$ cat src/rtl/lsu_mem_stage_if.sv
// lsu_mem_stage_if: execute request, data_memory and writeback signals.
// slave = the load/store stage, master = its surroundings.
interface lsu_mem_stage_if;
  logic       req_valid;
  logic       req_ready;
  logic       req_we;
  logic [7:0] req_addr;
  logic [7:0] req_wdata;
  logic [2:0] req_rd;
  logic [7:0] mem_addr;
  logic [7:0] mem_wdata;
  logic       mem_we;
  logic [7:0] mem_rdata;
  logic       resp_valid;
  logic       resp_ready;
  logic [7:0] resp_data;
  logic [2:0] resp_rd;
  logic       busy;

  modport slave (
    input  req_valid, req_we, req_addr,
    input  req_wdata, req_rd,
    input  mem_rdata, resp_ready,
    output req_ready, mem_addr, mem_wdata,
    output mem_we, resp_valid, resp_data,
    output resp_rd, busy
  );

  modport master (
    output req_valid, req_we, req_addr,
    output req_wdata, req_rd,
    output mem_rdata, resp_ready,
    input  req_ready, mem_addr, mem_wdata,
    input  mem_we, resp_valid, resp_data,
    input  resp_rd, busy
  );
endinterface

$ cat src/rtl/lsu_mem_stage.sv
// lsu_mem_stage: one-at-a-time load/store stage in front of data_memory.
// Define LSU_STORE_FWD_EN to add last-store to load forwarding.
module lsu_mem_stage #(
  parameter int MEM_LAT = 1
) (
  input logic            clk,
  input logic            rst_n,
  lsu_mem_stage_if.slave bus
);
  typedef enum logic [1:0] {
    IDLE,
    ACCESS,
    WAIT,
    RESP
  } state_t;

  state_t     state;
  state_t     state_n;
  logic [3:0] cnt;
  logic       r_we;
  logic       acc;
  logic       hit;
  logic       fwd_ld;

  if (MEM_LAT < 1 || MEM_LAT > 15) begin : g_lat_chk
    $error("lsu_mem_stage: MEM_LAT %0d not in 1..15", MEM_LAT);
  end

`ifdef LSU_STORE_FWD_EN
  logic [7:0] fwd_addr;
  logic [7:0] fwd_data;
  logic       fwd_vld;

  assign hit = fwd_vld && (bus.req_addr == fwd_addr);

  always_ff @(posedge clk) begin
    if (!rst_n) begin
      fwd_addr <= 8'h00;
      fwd_data <= 8'h00;
      fwd_vld  <= 1'b0;
    end else if (acc && bus.req_we) begin
      fwd_addr <= bus.req_addr;
      fwd_data <= bus.req_wdata;
      fwd_vld  <= 1'b1;
    end
  end
`else
  assign hit = 1'b0;
`endif

  assign acc            = bus.req_valid && bus.req_ready;
  assign fwd_ld         = acc && !bus.req_we && hit;
  assign bus.req_ready  = (state == IDLE);
  assign bus.busy       = (state != IDLE);
  assign bus.resp_valid = (state == RESP);
  assign bus.mem_we     = (state == ACCESS) && r_we;

  always_comb begin
    state_n = state;
    unique case (state)
      IDLE:
        if (acc) state_n = fwd_ld ? RESP : ACCESS;
      ACCESS:
        if (r_we)              state_n = IDLE;
        else if (MEM_LAT == 1) state_n = RESP;
        else                   state_n = WAIT;
      WAIT:
        if (cnt == 4'd1) state_n = RESP;
      RESP:
        if (bus.resp_ready) state_n = IDLE;
      default:
        state_n = IDLE;
    endcase
  end

  always_ff @(posedge clk) begin
    if (!rst_n) begin
      state         <= IDLE;
      cnt           <= 4'd0;
      r_we          <= 1'b0;
      bus.mem_addr  <= 8'h00;
      bus.mem_wdata <= 8'h00;
      bus.resp_data <= 8'h00;
      bus.resp_rd   <= 3'd0;
    end else begin
      state <= state_n;
      // A forwarded load never touches the memory port.
      if (acc && !fwd_ld) begin
        bus.mem_addr  <= bus.req_addr;
        bus.mem_wdata <= bus.req_wdata;
        r_we          <= bus.req_we;
      end
      if (acc && !bus.req_we)
        bus.resp_rd <= bus.req_rd;
      if (state == ACCESS && !r_we) begin
        if (MEM_LAT == 1) bus.resp_data <= bus.mem_rdata;
        else              cnt <= 4'(MEM_LAT - 1);
      end
      if (state == WAIT) begin
        cnt <= cnt - 4'd1;
        if (cnt == 4'd1) bus.resp_data <= bus.mem_rdata;
      end
`ifdef LSU_STORE_FWD_EN
      if (fwd_ld) bus.resp_data <= fwd_data;
`endif
    end
  end
endmodule

$ cat src/flat_wrapper.sv
// flat-port wrapper written by rule: the top's interface ports become plain ports
module lsu_mem_stage_flat 
#(
  parameter int MEM_LAT = 1
)
  (clk, rst_n, bus_req_valid, bus_req_we, bus_req_addr, bus_req_wdata, bus_req_rd, bus_mem_rdata, bus_resp_ready, bus_req_ready, bus_mem_addr, bus_mem_wdata, bus_mem_we, bus_resp_valid, bus_resp_data, bus_resp_rd, bus_busy);
  lsu_mem_stage_if bus_i ();
  input logic clk;
  input logic rst_n;
  input wire logic [$bits(bus_i.req_valid)-1:0] bus_req_valid;
  input wire logic [$bits(bus_i.req_we)-1:0] bus_req_we;
  input wire logic [$bits(bus_i.req_addr)-1:0] bus_req_addr;
  input wire logic [$bits(bus_i.req_wdata)-1:0] bus_req_wdata;
  input wire logic [$bits(bus_i.req_rd)-1:0] bus_req_rd;
  input wire logic [$bits(bus_i.mem_rdata)-1:0] bus_mem_rdata;
  input wire logic [$bits(bus_i.resp_ready)-1:0] bus_resp_ready;
  output wire logic [$bits(bus_i.req_ready)-1:0] bus_req_ready;
  output wire logic [$bits(bus_i.mem_addr)-1:0] bus_mem_addr;
  output wire logic [$bits(bus_i.mem_wdata)-1:0] bus_mem_wdata;
  output wire logic [$bits(bus_i.mem_we)-1:0] bus_mem_we;
  output wire logic [$bits(bus_i.resp_valid)-1:0] bus_resp_valid;
  output wire logic [$bits(bus_i.resp_data)-1:0] bus_resp_data;
  output wire logic [$bits(bus_i.resp_rd)-1:0] bus_resp_rd;
  output wire logic [$bits(bus_i.busy)-1:0] bus_busy;
  assign bus_i.req_valid = bus_req_valid;
  assign bus_i.req_we = bus_req_we;
  assign bus_i.req_addr = bus_req_addr;
  assign bus_i.req_wdata = bus_req_wdata;
  assign bus_i.req_rd = bus_req_rd;
  assign bus_i.mem_rdata = bus_mem_rdata;
  assign bus_i.resp_ready = bus_resp_ready;
  assign bus_req_ready = bus_i.req_ready;
  assign bus_mem_addr = bus_i.mem_addr;
  assign bus_mem_wdata = bus_i.mem_wdata;
  assign bus_mem_we = bus_i.mem_we;
  assign bus_resp_valid = bus_i.resp_valid;
  assign bus_resp_data = bus_i.resp_data;
  assign bus_resp_rd = bus_i.resp_rd;
  assign bus_busy = bus_i.busy;
  lsu_mem_stage #(.MEM_LAT(MEM_LAT)) u_core (.clk(clk), .rst_n(rst_n), .bus(bus_i));
endmodule
$ cat config.mk
export PLATFORM = sky130hd
export DESIGN_NAME = lsu_mem_stage_flat
export DESIGN_NICKNAME = d
export VERILOG_FILES = /design/src/rtl/lsu_mem_stage_if.sv /design/src/rtl/lsu_mem_stage.sv /design/src/flat_wrapper.sv
export SDC_FILE = /design/constraint.sdc
export NUM_CORES = 1
export LEC_CHECK = 0
export BUFFER_PORTS_ARGS = -buffer_cell sky130_fd_sc_hd__buf_2
export CORE_MARGIN = 2
export CORE_UTILIZATION = 36
export DETAILED_ROUTE_END_ITERATION = 6
export PLACE_DENSITY = 0.71
export SYNTH_ARGS = -nofsm -noshare
export SYNTH_HDL_FRONTEND = slang
export SYNTH_SLANG_ARGS = --single-unit
$ cat constraint.sdc
create_clock -name clk -period 3.5 [get_ports clk]
set_input_delay 0.35 -clock clk [delete_from_list [all_inputs] [get_ports clk]]
set_output_delay 0.35 -clock clk [all_outputs]
set_load 0.01 [all_outputs]
After elaboration in Yosys (flattened, before gate mapping)
Cells that the tools add are included.
W data, S select, Z words.
- word-level logic and storage cells: 32
- register bits: 34
- input bits: 32
- add/sub/neg operators: 1
- reduce and logical (&&, ||, !) cells: 9
- multiplexer cells: 8
- equality and inequality tests: 7
- operator list (cell ; count):
    $mux W8 ; 3
    $mux W2 ; 4
    $pmux W2 S4 ; 1
    $eq A2 B2 Y1 const B ; 2
    $eq A4 B1 Y1 const B ; 1
    $logic_and A1 B1 Y1 ; 4
    $ne A2 B2 Y1 const B ; 2
    $sub A4 B1 Y4 const B ; 1
    $reduce_and A3 Y1 ; 1
    $eq A2 B1 Y1 const B ; 1
    $logic_not A1 Y1 ; 2
    $logic_not A2 Y1 ; 1
    $ne A2 B1 Y1 const B ; 1
    $reduce_bool A2 Y1 ; 1

Longest topological paths before layout
- word-level depth: 5
- depth in mapped cells: 5

Least setup slack after synthesis
OpenSTA, ideal clock, no wires.
- path kind: input -> register
- start point: input port bus_req_valid
- end point: register u_core.bus.resp_rd[0]
- stages on the path: 4
- slack: 2.309 ns
- arrival time: 1.059 ns
- setup time: 0.132 ns
- buffers on the path: 1
- path through: or3b_1 > buf_2 > o21ai_0 > a21oi_1
- longest elaborated chain between the ends: 2
- RTL lines (what ; RTL line ; RTL):
    start: declaration ; flat_wrapper.sv:10 ; input wire logic [$bits(bus_i.req_valid)-1:0] bus_req_valid;
    $logic_and A1 B1 Y1 ; lsu_mem_stage.sv:51 ; assign acc = bus.req_valid && bus.req_ready;
    $logic_and A1 B1 Y1 ; -- ;
    end signal: assignment ; lsu_mem_stage.sv:94 ; bus.resp_rd <= bus.req_rd;
    end: declaration ; lsu_mem_stage_if.sv:26 ; output resp_rd, busy
No other way between the ends.
A chain may end at the register's enable or synchronous reset.

Final worst setup path
- start point: register u_core.state[1]
- end point: register u_core.bus.resp_data[7]
- longest elaborated chain between the ends: 5
- elaborated cells between the ends (all ways): 6
- RTL lines (what ; RTL line ; RTL):
    start: declaration ; lsu_mem_stage.sv:17 ; state_t state;
    start signal: assignment ; lsu_mem_stage.sv:86 ; state <= state_n;
    $eq A2 B1 Y1 ; lsu_mem_stage.sv:95 ; if (state == ACCESS && !r_we) begin
    $logic_and A1 B1 Y1 ; lsu_mem_stage.sv:95 ;
    $mux W8 ; lsu_mem_stage.sv:95 ;
    $mux W8 ; lsu_mem_stage.sv:101 ; if (cnt == 4'd1) bus.resp_data <= bus.mem_rdata;
    $mux W8 * ; lsu_mem_stage.sv:99 ; if (state == WAIT) begin
    end signal: assignment ; lsu_mem_stage.sv:96 ; if (MEM_LAT == 1) bus.resp_data <= bus.mem_rdata;
    end signal: assignment ; lsu_mem_stage.sv:101 ;
    end: declaration ; lsu_mem_stage_if.sv:25 ; output mem_we, resp_valid, resp_data,
Mark *: on every way between the ends. The rest lies on a longest branch, timed or not.

==> run summary <==
Leaving out fill and tap cells, the most frequent cell in the layout is buf_2. The first TritonRoute pass finished after 4 iterations. The count of antenna-violating nets left after detailed routing is 0. The worst max-slew margin expressed relative to the limit is 54.28%. In this run the power density over the cells is 504.8 nW/um^2. The fmax is 0.5819 GHz. For the pin with the worst max-slew slack, the measured transition is 685.0 ps. The overall die height came out at 66.48 um. In the final layout, the share of cells above drive strength 1 is 34.08%. The die span in x came out at 66.48 um.

The summed instance area of the synthesized netlist came out at 1405 sq um. In this run the clock root is driven by a clkbuf_8. The number of max-slew violations in the final report came out at 0. The fraction of power consumed by the clock network came out at 32.4%.

The routed length per instance came out at 10.47 um. The data arrival time of the worst path is 1870 ps. The total number of vias is 1243. The worst setup path is launched from a register.

Post-CTS repair changed the size of 0 cells. By startpoint and endpoint, the worst setup path is classified as register to register. The final layout contains routed wiring with a total length of 2.837 mm. The top cell types in the final layout, fill and taps aside, are 62 x buf_2, 54 x nand2_1, 34 x dfxtp_1. The clock tree buffer depth came out at 2. The switching power came out at 0.0002566 W.

The initial antenna violation count was 0. The half-perimeter wire length of the detailed placement result came out at 2.044 mm. The worst setup skew after layout came out at 4.608 ps.

The post-CTS clock slew at the launch and capture registers of the worst setup and hold paths came out at 70 ps. The share of flip-flops with an asynchronous set or reset after synthesis came out at 0%. Sequential cells burn 49.1% of the power. The design draws 0.0009120 W. The number of buffers added for setup after CTS came out at 0. The hold-fix buffer count after cts is 0.

The routability congestion estimate from global placement is 0.7384. After synthesis, flip-flops and latches occupy 48.44% of the total area. The number of nets in the finished design came out at 256. After detailed placement, the total cell area comes to 1712 sq um. Net switching is 28.14% of the power. Once placement completed, the tool counted placed cells totaling 263.

Setup repair after global routing left no endpoint under its margin. The peak fanout along the critical path is 12. The synthesized design spends more area on one cell type than any other, namely dfxtp_1. Setup violations remaining at the end of the flow were counted as 0.

The number of flip-flops and latches in the synthesized netlist came out at 34. The area growth from synthesis to layout is 28.58%. The clock sink count is 34. The type of the most critical hold path is input port to register.

The H-tree was split into 2 levels. The number of maximum-capacitance constraint violations came out at 0. In this run, distinct cell masters in the synthesized netlist total 28. Across every metal layer, demand over resource in global routing totals 13.62%.

After synthesis, the cell types taking the most area are dfxtp_1 48%, nand2_1 14%, a21oi_1 8.2%, mux2i_1 5.7%, nor3b_4 2.7%. In this run, synthesis inferred 0 flip-flops with an integrated enable. The data required time of the worst path is 3650 ps.

The ratio of final minimum period to clock period came out at 49.10%. The number of buffers inserted during clock tree synthesis came out at 5. In the synthesized netlist the dominant register cell turns out to be dfxtp_1. STA classifies the critical path endpoint as a register. The synthesized area per cell came out at 8.620 sq um. The worst slack on hold paths came out at 305.0 ps. The cell area after layout came out at 1807 sq um.

The number of endpoints with negative hold slack in the final report is 0. The number of global-route vias before repair was 1043. The DRC violation count after routing is 0.

Cell internal power was estimated by the tool at 0.0006554 W. Synthesis produced a netlist whose cell count is 163. The top-level I/O count came out at 63. The number of nets in the synthesized netlist is 197. The first global-routing pass estimated 4.560 mm of wire. The peak ir drop on the vdd network is 0.0002714 V. The final antenna diode count is 0.

The finished layout holds 271 standard cells, fillers aside. The sum of negative setup slack came out at 0 ps. The standard-cell row count came out at 22. The detailed-route vias per instance is 4.587.

TritonCTS built the clock tree. For this configuration, the core starts out at a cell density of 37.81%. The number of DRC violations after detailed-routing iteration 0 is 59. Global routing finished with a remaining overflow of 0. The die covers 4419 sq um. In this run the tool buffered the top-level ports with 62 buffer cells. The core area is 3716 sq um.

At the later pin of the worst-skew pair, clock insertion delay measures 280 ps. The post-layout minimum cycle time is 1719 ps. Summed over all cells, the static leakage comes to 0.8618 nW. The total of warnings raised by yosys came out at 0. The fraction of post-synthesis cell area in the top cell type by area came out at 48.44%. Entering global routing, the biggest net connects 27 pins. The combinational fraction of design power came out at 18.5%.

The flow ran to the end, and the final reports show no timing, DRC or antenna violations.
## cell usage after synthesis (2+ instances only)
master and n:
ha_1 2, a21oi_1 23, nand3b_1 2, nand2_1 54, nor2_1 6, buf_6 3, nor3b_4 2, buf_2 3
dfxtp_1 34, mux2i_1 8, o21ai_0 3, clkbuf_1 4, inv_1 4
## power by group through the flow
stage	Combinational [W]	Sequential [W]	Clock, W
2_1_floorplan	0.000116	0.000458	0
3_3_place_gp	0.000169	0.000456	0
3_5_place_dp	0.000171	0.000457	0
4_1_cts	0.000173	0.000448	0.000308
5_1_grt	0.000190	0.000452	0.000325
6_report	0.000169	0.000448	0.000295
## sequential cells by signal (all words and copies together), names as in the netlist
signal / count
u_core.state: 2
u_core.bus.mem_addr: 8
u_core.r_we: 1
u_core.bus.resp_rd: 3
u_core.cnt: 4
u_core.bus.resp_data: 8
u_core.bus.mem_wdata: 8
## worst max-delay path, cell delays in order (launching register included)
cell	delay, ps
dfxtp_1	630
nor2b_1	500
a31oi_4	270
mux2i_1	180
## area by class of cell
cell class	instances	area, sq um
clock buffers	6	82.58
multi-input cells	114	641.9
repair buffers	62	310.3
clock inverters	2	12.51
inverters	5	18.77
well taps	48	60.06
flip-flops and latches	34	680.7
fillers	386	1909
## cell families (layout without fill, tap and decap cells)
kind of cell / after synthesis / count (layout) / share of synthesized area, %
xor+xnor: 2 / 2 / 1.247
fa+ha+maj: 2 / 2 / 1.781
compound gates: 30 / 30 / 12.64
mux: 9 / 9 / 6.501
simple gates: 71 / 71 / 23.51
flops: 34 / 34 / 48.44
buf+inv: 15 / 75 / 5.876
## metrics by stage
stage | utilization (%) | setup WS (ps)
after floorplan | - | 2309
after global placement | 46.06 | 1742
after detailed placement | 46.06 | 1732
after CTS | 48.62 | 1770
after global routing | 48.62 | 1610
final | 48.62 | 1781
## worst paths after layout
path / from / endpoint / slack, ps / cells past startpoint
worst max-delay path: u_core.state[1] / u_core.bus.resp_data[7] / 1780 / 3
worst min-delay path: bus_req_addr[4] / u_core.bus.mem_addr[4] / 300 / 3
worst max register to register: u_core.state[1] / u_core.bus.resp_data[7] / 1780 / 3
worst min register to register: u_core.bus.mem_wdata[2] / u_core.bus.mem_wdata[2] / 460 / 2
## per-layer routing
layer / part of all wire [%] / vias up / routed length [um] / track usage (%)
met5: 0 / - / 0 / 0
met4: 1.4 / 0 / 40 / 6.122
met3: 7.8 / 4 / 220 / 4.392
met2: 45 / 43 / 1263 / 21.00
met1: 46 / 545 / 1313 / 17.24
li1: - / 651 / - / -
Note: power is estimated with default switching activity, not from simulation.
